[src/rtl/tomasulo_pkg.sv]
// Shared Tomasulo constants and the CDB broadcast record.
// Contents: default tag/data widths, reserved station tags, the idle data
// value driven on the CDB, and the cdb_bus_t {valid, tag, data} record.
package tomasulo_pkg;

  localparam int unsigned CDB_TAG_W  = 3;
  localparam int unsigned CDB_DATA_W = 16;

  // Tag 0 means "no producer"; the ADD stations occupy tags 1 and 2.
  localparam logic [CDB_TAG_W-1:0] TAG_FREE = 3'd0;
  localparam logic [CDB_TAG_W-1:0] TAG_ADD1 = 3'd1;
  localparam logic [CDB_TAG_W-1:0] TAG_ADD2 = 3'd2;

  localparam logic [CDB_DATA_W-1:0] DATA_NONE = 16'hFFF0;

  typedef struct packed {
    logic                  valid;
    logic [CDB_TAG_W-1:0]  tag;
    logic [CDB_DATA_W-1:0] data;
  } cdb_bus_t;

endpackage

[src/rtl/cdb_arbiter_if.sv]
// Result/CDB bundle between the ADD result sources and cdb_arbiter.
// master: result producer side (drives Req/Tag_In/Data_In, sees Ack, CDB, Pending)
// slave : the arbiter itself
interface cdb_arbiter_if
  import tomasulo_pkg::*;
#(
  parameter int unsigned N_SRC  = 2,
  parameter int unsigned TAG_W  = CDB_TAG_W,
  parameter int unsigned DATA_W = CDB_DATA_W
);
  logic [N_SRC-1:0]        Req;
  logic [N_SRC*TAG_W-1:0]  Tag_In;
  logic [N_SRC*DATA_W-1:0] Data_In;
  logic [N_SRC-1:0]        Ack;
  logic                    CDB_Valid;
  logic [TAG_W-1:0]        CDB_Tag;
  logic [DATA_W-1:0]       CDB_Data;
  logic [N_SRC-1:0]        Pending;

  modport master (
    output Req, Tag_In, Data_In,
    input  Ack, CDB_Valid, CDB_Tag, CDB_Data, Pending
  );

  modport slave (
    input  Req, Tag_In, Data_In,
    output Ack, CDB_Valid, CDB_Tag, CDB_Data, Pending
  );
endinterface

[src/rtl/rr_arbiter.sv]
// Combinational round-robin arbiter.
// Ports: req   - candidate vector
//        last  - index of the most recent winner; search starts at last+1
//        grant - one-hot winner, or zero when no candidate
module rr_arbiter #(
  parameter int unsigned N_SRC = 2,
  parameter int unsigned LW    = (N_SRC > 1) ? $clog2(N_SRC) : 1
) (
  input  logic [N_SRC-1:0] req,
  input  logic [LW-1:0]    last,
  output logic [N_SRC-1:0] grant
);

  logic [LW-1:0] idx;
  logic          found;

  always_comb begin
    grant = '0;
    found = 1'b0;
    idx   = '0;
    for (int unsigned k = 1; k <= N_SRC; k++) begin
      idx = LW'((32'(last) + k) % N_SRC);
      if (!found && req[idx]) begin
        grant[idx] = 1'b1;
        found      = 1'b1;
      end
    end
  end

endmodule

[src/rtl/cdb_arbiter.sv]
// Tomasulo write-back stage: buffers one tagged result per source and
// broadcasts one per cycle on the Common Data Bus, round-robin.
// Ports: Clock (rising edge), Reset (async, active-high), Flush (sync clear),
//        bus (cdb_arbiter_if.slave): Req/Tag_In/Data_In in, Ack out
//        (combinational), CDB_Valid/CDB_Tag/CDB_Data out (registered),
//        Pending out (slot-full flags).
// Build option: define CDB_BYPASS_EN to broadcast straight from the inputs
// at the accepting edge when every slot is empty (1-edge latency).
module cdb_arbiter
  import tomasulo_pkg::*;
#(
  parameter int unsigned N_SRC  = 2,
  parameter int unsigned TAG_W  = CDB_TAG_W,
  parameter int unsigned DATA_W = CDB_DATA_W
) (
  input  logic         Clock,
  input  logic         Reset,
  input  logic         Flush,
  cdb_arbiter_if.slave bus
);

  localparam int unsigned LW = (N_SRC > 1) ? $clog2(N_SRC) : 1;

  logic [N_SRC-1:0]  full_q, full_d;
  logic [TAG_W-1:0]  tag_q  [N_SRC];
  logic [TAG_W-1:0]  tag_d  [N_SRC];
  logic [DATA_W-1:0] data_q [N_SRC];
  logic [DATA_W-1:0] data_d [N_SRC];
  logic [LW-1:0]     last_q, last_d;
  logic              cdb_valid_q, cdb_valid_d;
  logic [TAG_W-1:0]  cdb_tag_q, cdb_tag_d;
  logic [DATA_W-1:0] cdb_data_q, cdb_data_d;

  logic [TAG_W-1:0]  tag_in  [N_SRC];
  logic [DATA_W-1:0] data_in [N_SRC];
  logic [N_SRC-1:0]  tag_nz, grant, ack, store;
  logic [LW-1:0]     g;

  function automatic logic [LW-1:0] onehot_idx(input logic [N_SRC-1:0] oh);
    logic [LW-1:0] r;
    r = '0;
    for (int unsigned i = 0; i < N_SRC; i++) begin
      if (oh[i]) r = LW'(i);
    end
    return r;
  endfunction

  always_comb begin
    for (int unsigned i = 0; i < N_SRC; i++) begin
      tag_in[i]  = bus.Tag_In[i*TAG_W +: TAG_W];
      data_in[i] = bus.Data_In[i*DATA_W +: DATA_W];
      tag_nz[i]  = (tag_in[i] != TAG_W'(TAG_FREE));
    end
  end

  rr_arbiter #(.N_SRC(N_SRC)) u_rr (
    .req   (full_q),
    .last  (last_q),
    .grant (grant)
  );

  // A granted slot empties this edge, so it may accept a new result now.
  always_comb ack = {N_SRC{!Flush}} & (~full_q | grant);

`ifdef CDB_BYPASS_EN
  logic [N_SRC-1:0] byp_req, byp_grant;

  always_comb byp_req = ((full_q == '0) && !Flush) ? (bus.Req & tag_nz) : '0;

  rr_arbiter #(.N_SRC(N_SRC)) u_rr_byp (
    .req   (byp_req),
    .last  (last_q),
    .grant (byp_grant)
  );

  // The bypass winner goes straight to the CDB and is not buffered.
  always_comb store = bus.Req & ack & tag_nz & ~byp_grant;
`else
  always_comb store = bus.Req & ack & tag_nz;
`endif

  always_comb begin
    full_d      = full_q;
    tag_d       = tag_q;
    data_d      = data_q;
    last_d      = last_q;
    cdb_valid_d = 1'b0;
    cdb_tag_d   = '0;
    cdb_data_d  = DATA_W'(DATA_NONE);
    g           = '0;
    if (Flush) begin
      full_d = '0;
    end else begin
      if (|grant) begin
        g           = onehot_idx(grant);
        cdb_valid_d = 1'b1;
        cdb_tag_d   = tag_q[g];
        cdb_data_d  = data_q[g];
        last_d      = g;
        full_d[g]   = 1'b0;
      end
`ifdef CDB_BYPASS_EN
      if (|byp_grant) begin
        g           = onehot_idx(byp_grant);
        cdb_valid_d = 1'b1;
        cdb_tag_d   = tag_in[g];
        cdb_data_d  = data_in[g];
        last_d      = g;
      end
`endif
      // Tag-0 results are acked but never stored, so they vanish here.
      for (int unsigned i = 0; i < N_SRC; i++) begin
        if (store[i]) begin
          full_d[i] = 1'b1;
          tag_d[i]  = tag_in[i];
          data_d[i] = data_in[i];
        end
      end
    end
  end

  always_ff @(posedge Clock or posedge Reset) begin
    if (Reset) begin
      full_q <= '0;
      for (int unsigned i = 0; i < N_SRC; i++) begin
        tag_q[i]  <= '0;
        data_q[i] <= DATA_W'(DATA_NONE);
      end
      last_q      <= LW'(N_SRC - 1);
      cdb_valid_q <= 1'b0;
      cdb_tag_q   <= '0;
      cdb_data_q  <= DATA_W'(DATA_NONE);
    end else begin
      full_q      <= full_d;
      tag_q       <= tag_d;
      data_q      <= data_d;
      last_q      <= last_d;
      cdb_valid_q <= cdb_valid_d;
      cdb_tag_q   <= cdb_tag_d;
      cdb_data_q  <= cdb_data_d;
    end
  end

  assign bus.Ack       = ack;
  assign bus.Pending   = full_q;
  assign bus.CDB_Valid = cdb_valid_q;
  assign bus.CDB_Tag   = cdb_tag_q;
  assign bus.CDB_Data  = cdb_data_q;

endmodule

[src/flat_wrapper.sv]
// flat-port wrapper written by rule: the top's interface ports become plain ports
module cdb_arbiter_flat import tomasulo_pkg::*;
#(
  parameter int unsigned N_SRC  = 2,
  parameter int unsigned TAG_W  = CDB_TAG_W,
  parameter int unsigned DATA_W = CDB_DATA_W
)
  (Clock, Reset, Flush, bus_Req, bus_Tag_In, bus_Data_In, bus_Ack, bus_CDB_Valid, bus_CDB_Tag, bus_CDB_Data, bus_Pending);
  cdb_arbiter_if #(.N_SRC(N_SRC), .TAG_W(TAG_W), .DATA_W(DATA_W)) bus_i ();
  input  logic Clock;
  input  logic Reset;
  input  logic Flush;
  input wire logic [$bits(bus_i.Req)-1:0] bus_Req;
  input wire logic [$bits(bus_i.Tag_In)-1:0] bus_Tag_In;
  input wire logic [$bits(bus_i.Data_In)-1:0] bus_Data_In;
  output wire logic [$bits(bus_i.Ack)-1:0] bus_Ack;
  output wire logic [$bits(bus_i.CDB_Valid)-1:0] bus_CDB_Valid;
  output wire logic [$bits(bus_i.CDB_Tag)-1:0] bus_CDB_Tag;
  output wire logic [$bits(bus_i.CDB_Data)-1:0] bus_CDB_Data;
  output wire logic [$bits(bus_i.Pending)-1:0] bus_Pending;
  assign bus_i.Req = bus_Req;
  assign bus_i.Tag_In = bus_Tag_In;
  assign bus_i.Data_In = bus_Data_In;
  assign bus_Ack = bus_i.Ack;
  assign bus_CDB_Valid = bus_i.CDB_Valid;
  assign bus_CDB_Tag = bus_i.CDB_Tag;
  assign bus_CDB_Data = bus_i.CDB_Data;
  assign bus_Pending = bus_i.Pending;
  cdb_arbiter #(.N_SRC(N_SRC), .TAG_W(TAG_W), .DATA_W(DATA_W)) u_core (.Clock(Clock), .Reset(Reset), .Flush(Flush), .bus(bus_i));
endmodule
[config.mk]
export PLATFORM = sky130hd
export DESIGN_NAME = cdb_arbiter_flat
export DESIGN_NICKNAME = d
export VERILOG_FILES = /design/src/rtl/tomasulo_pkg.sv /design/src/rtl/cdb_arbiter_if.sv /design/src/rtl/rr_arbiter.sv /design/src/rtl/cdb_arbiter.sv /design/src/flat_wrapper.sv
export SDC_FILE = /design/constraint.sdc
export NUM_CORES = 1
export LEC_CHECK = 0
export CORE_UTILIZATION = 51
export DETAILED_ROUTE_END_ITERATION = 8
export PLACE_DENSITY = 0.84
export SLEW_MARGIN = 30
export SYNTH_ARGS = -nofsm -noshare
export SYNTH_HDL_FRONTEND = slang
export SYNTH_SLANG_ARGS = --single-unit
[constraint.sdc]
create_clock -name Clock -period 3.6 [get_ports Clock]
set_input_delay 0.72 -clock Clock [delete_from_list [all_inputs] [get_ports Clock]]
set_output_delay 0.72 -clock Clock [all_outputs]
set_load 0.01 [all_outputs]
==> flow_results.org, run 1 <==
** Run status
- Status :: complete, but fails checks
- The checks that failed: design-rule violations.

** Worst setup path
- On the worst path, the slowest cell contributes a delay of roughly 0.57 ns.
- Crit path max-delay cell type :: sky130_fd_sc_hd__clkdlybuf4s50_1
- Data on the critical path arrives at its endpoint at between 2 and 2.5 ns.
- Cell-by-cell listing of the critical path :: clkdlybuf4s50_1 -> a31oi_1 -> clkdlybuf4s50_1
- The worst register-to-register path has a depth of 4.
- CP endpoint kind :: primary output
- The worst register-to-register path begins at u_core.last_q$_DFFE_PP1P_.
- Of all nets on the critical path, the largest fanout is 7.
- Endpoint of the lowest-slack register-to-register path :: u_core.tag_q[4]$_DFFE_PP0P_
- By instance count, the cell type seen most on the critical path is sky130_fd_sc_hd__clkdlybuf4s50_1.
- Minimum setup slack among reg-to-reg paths :: about 1.7 ns
- Startpoint kind of the worst setup timing path :: input port
- At the worst endpoint, the required time is around 2.9 ns.
- The setup path with the least slack is of type in2out.

** STA
- Total Negative Setup Slacks :: 0 ns
- Min Clock Period, post-route :: 2.81 ns
- Slew at the pin with the worst max-slew slack :: ~0.90 ns
- Headroom to the max-slew limit came out at approximately 40%.
- Setup repair after global routing left no endpoint under its margin.
- The number of max-slew violations in the final report came to 0.
- Final worst clock skew :: a little under 0.009 ns
- The count of final hold-check violations is 0.
- Timing-limited maximum frequency :: 356 MHz
- The worst path uses ~78% of the clock period.
- Total setup violations reported at the end of the flow :: 0

** Place
- Once placement finished, the instance area stood at 0.00317 sq mm.
- IO buf count :: between 60 and 70
- Once detailed placement completed, the half-perimeter wirelength came to 3360 um.
- Counting tap cells, the placed design contains a total of 300 instances.
- RD Place Congestion :: approximately 0.84

** Routing
- After detailed routing, the total wire length is between 4000 and 5000 um.
- The first TritonRoute pass finished after 6 iterations.
- DR vias/cell :: roughly 5.2
- Wire per inst :: ~16 um
- Number of vias after detailed routing :: between 1,500 and 2,000
- The detail route stage leaves a number of antenna-violating nets equal to 0.
- After detailed routing, the number of remaining DRC violations is 1.
- In this run, the number of DRC markers left after iteration 0 of detailed routing was 80.

** Clock network
- Clk_lat worst skew :: between 0.3 and 0.4 ns
- Number of instances resized during post-cts repair :: 0
- Clock tree synthesis found a total of ~60 sinks.
- CTS tree :: yes
- Hold repair after CTS inserted 0 buffers.
- In this run the clock root is driven by a sky130_fd_sc_hd__clkbuf_8.
- Clock tree synthesis inserted a total of 9 buffers.
- The clock tree synthesis step divided the H-tree into 3 levels.
- Maximum root-to-sink buffer count :: 2
- Clock transition at the registers of the reported paths :: ~0.060 ns
- Setup bufs post-CTS :: 0

** Finish
- Leaving out filler cells and counting taps, the final layout contains 316.
- Most frequent standard cell in the layout excluding fill and tap cells :: sky130_fd_sc_hd__clkdlybuf4s50_1
- Number of nets in the finished design :: 300
- Share of cells above drive strength 1 :: 34.0%
- In the layout the commonest cells are 66 x sky130_fd_sc_hd__clkdlybuf4s50_1, 38 x sky130_fd_sc_hd__nand2_1, 37 x sky130_fd_sc_hd__dfstp_2.
- Total inserted antenna cells :: 0
- Cell area after layout :: about 0.0034 sq mm
- Compared with the post-synthesis result, the final layout area differs by 36.5%.

** Die
- The die covers about 0.0052 sq mm.
- The floorplan step set the die height to a little over 70 um.
- Core region area :: about 0.0047 sq mm
- Initial Utilization :: about 53%
- I/O pin total :: between 60 and 70
- Horizontal die dimension :: between 70 and 80 um
- Row Count :: 25

** Logic synthesis
- Flop and latch count out of synthesis :: 61
- Synthesis handed over a netlist of roughly 190 instances.
- Counting flops with a built-in enable in the synthesized netlist gives 0.
- Synthesized netlist net count :: about 230
- Dividing the synthesized area by the synthesized cell count gives ~13 sq um.
- Portion of the post-synthesis area used by sequential elements :: between 60% and 70%
- Warnings, synthesis :: 0
- In the synthesized netlist the dominant register cell turns out to be sky130_fd_sc_hd__dfstp_2.
- After synthesis the cells add up to 0.00248 sq mm.
- Cell variety after synth :: 27
- FFs w/ async S/R, synth :: 100%

** Worst hold path
- In this run the most critical hold path is launched from u_core.data_q[6]$_DFFE_PP1P_.
- Path class of the lowest-slack min-delay path :: reg2reg
- Counting instances, the worst hold path has a depth of 2.
- The worst hold path terminates at u_core.bus.CDB_Data[6]$_DFF_PP1_.

** Power
- PwrDens :: about 530 mW/mm^2
- Summed over all cells, the static leakage comes to between 1 and 1.5 nW.
- VDD sags by at most 0.261 mV.

** GRT
- Global routing finished with a remaining overflow of 0.
- Number of global-route vias before repair :: between 1,500 and 2,000
- Antenna violations before repair :: 0
- Maximum number of pins on one net before global-route repair :: 48
- Global routing consumed, over all layers together, 21.6% of the routing resources.
- Wire length of the first global-routing pass :: around 8100 um

** Flow run
- Max-cap violations in this run came to 0.
==> through the flow <==
step	total power [mW]	utilization, %	hold WS (ns)	setup WS [ns]
after floorplan	1.02	-	0.458	1.43
after detailed placement	1.13	67.6	0.472	0.780
final	1.78	72.2	0.481	0.792
after global placement	1.12	67.6	0.469	0.827
after global routing	1.86	72.2	0.508	0.719
after CTS	1.80	72.2	0.482	0.785
==> flip-flops by register name, summed over array words and instances, names as in the netlist <==
register / count
u_core.last_q: 1
u_core.bus.Pending: 2
u_core.bus.CDB_Valid: 1
u_core.bus.CDB_Tag: 3
u_core.tag_q: 6
u_core.data_q: 32
u_core.bus.CDB_Data: 16
==> kinds of logic after synthesis <==
family	count (synthesis)	synth area share, %
mux	36	17.8
simple gates	57	10.7
compound gates	18	4.79
buf+inv	14	3.28
flops	61	63.4
==> Yosys cell counts (2+ instances only) <==
cell type | number | area [sq um]
sky130_fd_sc_hd__nand2_1 | 38 | 143
sky130_fd_sc_hd__dfstp_2 | 37 | 972
sky130_fd_sc_hd__dfrtp_1 | 24 | 601
sky130_fd_sc_hd__mux2_2 | 19 | 214
sky130_fd_sc_hd__nand3_1 | 13 | 65.1
sky130_fd_sc_hd__mux2_4 | 10 | 150
sky130_fd_sc_hd__a21oi_1 | 9 | 45.0
sky130_fd_sc_hd__mux2_1 | 7 | 78.8
sky130_fd_sc_hd__inv_1 | 5 | 18.8
sky130_fd_sc_hd__buf_6 | 3 | 33.8
sky130_fd_sc_hd__clkbuf_1 | 3 | 11.3
sky130_fd_sc_hd__a31oi_1 | 2 | 12.5
sky130_fd_sc_hd__o2bb2ai_1 | 2 | 17.5
==> worst max path at each step <==
stage                     startpoint                                to  slack (ns)  depth (start not counted)
after floorplan                Reset  u_core.bus.CDB_Data[0]$_DFF_PP0_        1.43                          1
after CTS                      Flush                        bus_Ack[1]        0.78                          3
after global placement         Flush                        bus_Ack[1]        0.83                          3
after global routing           Flush                        bus_Ack[1]        0.72                          3
final                          Flush                        bus_Ack[1]        0.79                          3
after detailed placement       Flush                        bus_Ack[1]        0.78                          3
==> worst max-delay path: cells and delay by family <==
| family | cells | cell delay [ns] |
|---|---|---|
| AO/OA/AOI/OAI | 1 | 0.25 |
| buffers and inverters | 2 | 1.11 |
==> power breakdown <==
part	internal (mW)	total (mW)	switching (mW)
logic	0.155	0.255	0.100
clock network	0.408	0.662	0.254
registers	0.818	0.866	0.0485
total	1.38	1.78	0.402
==> area by class of cell <==
type	instances	area, sq um
clock buffers	12	145
clock inverters	4	72.6
fillers	334	1300
inverters	5	20.0
multi-input cells	111	828
flip-flops and latches	61	1570
well taps	54	67.6
repair buffers	69	683
==> routing by layer <==
layer / wire (um) / vias up / track usage, %
met5: 0 / - / 0
li1: - / 773 / -
met1: 2020 / 819 / 26.7
met3: 236 / 13 / 4.92
met2: 2540 / 44 / 35.5
met4: 107 / 0 / 11.8
(Power assumes the default switching activity.)
==> inputs of run 2 (changes only) <==
Settings changed: CORE_UTILIZATION 51 to 48, PLACE_DENSITY 0.84 to 0.79.
Clock period 3.6 ns to 2.82 ns, I/O delays scaled along.
==> run 2 against run 1 <==
  * The run now ends clean
  * Worst hold slack better by 0.0021 ns
  * Wire length fell by 0.41%
  * Count of clock-buffer cells in the layout rose by 1
  * Largest power group unchanged
  * Clock power increased by 24%
  * Via count shrank 0.30%
==> flow_results.org, run 2 (same netlist as run 1, synthesis figures left out) <==
** Run status
- The flow ran to the end, and the final reports show no timing, DRC or antenna violations.

** Clock network
- CTS tree :: yes
- After clock tree synthesis, the repair step resized 0 gates.
- Cts bufs inserted :: 9
- The clock tree synthesis step divided the H-tree into 3 levels.
- In this run the deepest clock path goes through 2 buffers.
- Hold buffer count at cts :: 0
- Setup bufs post-CTS :: 0
- TritonCTS sink count :: 61
- At the later pin of the worst-skew pair, clock insertion delay measures 0.32 ns.
- Clock transition at the registers of the reported paths :: approximately 0.060 ns
- In this run the clock root is driven by a sky130_fd_sc_hd__clkbuf_8.

** Die
- Horizontal die dimension :: 73.9 um
- The die covers 0.00546 sq mm.
- Row Count :: 25
- The floorplan step set the die height to approximately 74 um.
- For this configuration, the core starts out at a cell density of between 50% and 60%.
- I/O pin total :: 67
- The region available for standard cell placement spans 0.00485 sq mm.

** Worst setup path
- For this run, the slowest stage of the critical path takes between 0.5 and 0.6 ns.
- The critical path crosses 3 cells after its start point.
- The worst setup path is of the in2out kind.
- Total buffers and inverters traversed by the critical path :: 2
- In this design, the largest share of critical-path delay is due to buffers and inverters.
- Signal arrival time at the worst endpoint :: a little under 2 ns
- Of all nets on the critical path, the largest fanout is 7.
- The worst register-to-register path begins at u_core.last_q$_DFFE_PP1P_.
- Critical Path RT :: around 2.3 ns
- Critical Path Most Common Cell :: sky130_fd_sc_hd__clkdlybuf4s50_1
- The worst register-to-register path has a depth of 4.
- Critical path launch point :: Flush
- Across all register-to-register paths, the minimum setup slack is 0.92 ns.
- Endpoint of the lowest-slack register-to-register path :: u_core.data_q[17]$_DFFE_PP0P_
- Crit path max-delay cell type :: sky130_fd_sc_hd__clkdlybuf4s50_1
- In this run the worst setup path terminates at bus_Ack[1].
- CP endpoint kind :: primary output
- The worst setup path is launched from an input port.
- Cell-by-cell listing of the critical path :: clkdlybuf4s50_1 -> a31oi_1 -> clkdlybuf4s50_1

** STA
- Timing-limited maximum frequency :: roughly 400 MHz
- Final Max Tran Viols :: 0
- Setup repair after global routing left no endpoint under its margin.
- Measured against its own limit, the worst slew margin works out to roughly two fifths.
- Total Negative Setup Slacks :: 0 ns
- The count of final hold-check violations was 0.
- Clock skew on the completed layout was measured at around 0.0041 ns.
- The final critical path takes up roughly nine tenths of the cycle.
- Across all hold checks on the routed design, the worst slack comes to just under 0.5 ns.
- Total setup violations reported at the end of the flow :: 0
- Slew at the pin with the worst max-slew slack :: slightly above 0.9 ns
- Counting I/O delays and the setup requirement, the final critical path takes between 2 and 2.5 ns.

** Finish
- In the layout the commonest cells are 66 x sky130_fd_sc_hd__clkdlybuf4s50_1, 38 x sky130_fd_sc_hd__nand2_1, 37 x sky130_fd_sc_hd__dfstp_2.
- Number of nets in the finished design :: roughly 300
- Max FFs per register :: 32
- Non-filler cells, final :: 331
- Counting the fill cells in the layout gives approximately 370.
- Area Growth Syn to Fin :: 38.4%
- Total inserted antenna cells :: 0
- The register with the most flip-flops in the final layout is u_core.data_q.
- Most frequent standard cell in the layout excluding fill and tap cells :: sky130_fd_sc_hd__clkdlybuf4s50_1
- In the final layout, the share of cells above drive strength 1 is 34.8%.

** Flow run
- The tool flagged a number of max-cap violations equal to 0.

** Place
- At the end of routability-driven placement, the weighted congestion stood at slightly below 0.8.
- Buffers placed on the I/O ports in this run total 66.
- Once detailed placement completed, the half-perimeter wirelength came to about 3200 um.
- Number of placed instances with taps included :: ~320

** Routing
- After detailed routing, the average wire length per cell comes to roughly 15 um.
- After detailed routing, the number of remaining DRC violations is 0.
- Before antenna repair, the detailed router went through 4 iterations.
- For this block, the via count after detailed routing is around 1,600.
- The detailed router finished its first iteration with 80 violations.
- Routed Antenna Nets :: 0
- After detailed routing, the total wire length is slightly below 5000 um.
- In the routed layout, each cell is associated on average with a via count of approximately 5.

** GRT
- Number of global-route vias before repair :: 1,662
- Summed over all layers, the global routing overflow is 0.
- Antenna violations before repair :: 0
- Total GRT Usage :: 20.2%
- The first global-routing pass estimated between 7000 and 8000 um of wire.
- Entering global routing, the biggest net connects 36 pins.

** Power
- The worst-case IR drop observed on VDD is around 0.43 mV.
- PwrDens :: roughly 660 mW/mm^2
- Leakage power summed over all cells :: about 1.4 nW

** Worst hold path
- Path class of the lowest-slack min-delay path :: reg2reg
- The worst hold path was traced through 2 stages.
## run 2: worst min-delay path, delay by kind of cell (launching register included)
kind / cells / cell delay (ns)
DFF: 1 / 0.36
and+or+nand+nor: 2 / 0.11
## run 2: per-layer routing
| metal | vias to the layer above | wire length, um | track usage, % | part of all wire, % |
|---|---|---|---|---|
| met3 | 9 | 182 | 4.12 | 3.7 |
| met5 | - | 0 | 0 | 0 |
| met2 | 47 | 2490 | 32.4 | 51 |
| met1 | 805 | 2100 | 25.4 | 43 |
| li1 | 783 | - | - | - |
| met4 | 0 | 106 | 11.5 | 2.2 |
## run 2: worst min-delay path by stage
stage	startpoint	to	slack, ns
after floorplan	u_core.data_q[16]$_DFFE_PP0P_	u_core.data_q[16]$_DFFE_PP0P_	0.46
after global placement	u_core.data_q[4]$_DFFE_PP1P_	u_core.bus.CDB_Data[4]$_DFF_PP1_	0.47
after detailed placement	u_core.tag_q[4]$_DFFE_PP0P_	u_core.tag_q[4]$_DFFE_PP0P_	0.47
after CTS	u_core.data_q[8]$_DFFE_PP1P_	u_core.bus.CDB_Data[8]$_DFF_PP1_	0.48
after global routing	u_core.data_q[15]$_DFFE_PP1P_	u_core.bus.CDB_Data[15]$_DFF_PP1_	0.50
final	u_core.data_q[8]$_DFFE_PP1P_	u_core.bus.CDB_Data[8]$_DFF_PP1_	0.48
## run 2: cell type report
class,instances,area (sq um),area share (%)
Inverter,5,18.8,0.546
Sequential cell,61,1570,45.8
Multi-Input combinational cell,111,828,24.1
Clock inverter,3,40.0,1.17
Clock buffer,13,180,5.25
Tap cell,67,83.8,2.44
Timing Repair Buffer,71,711,20.7
## run 2: power by group
group / switching, mW / internal [mW] / total [mW]
clock: 0.314 / 0.507 / 0.822
sequential: 0.0618 / 1.04 / 1.11
combinational: 0.127 / 0.201 / 0.328
total: 0.503 / 1.75 / 2.26
## run 2: metrics by stage
step	util (%)	instance area (sq um)	setup WS [ns]	total power, mW
global placement	66.3	3210	0.325	1.44
global route	70.8	3430	0.268	2.36
finish	70.8	3430	0.321	2.26
CTS	70.8	3430	0.307	2.29
floorplan	-	2480	0.804	1.30
detailed placement	66.3	3210	0.304	1.45
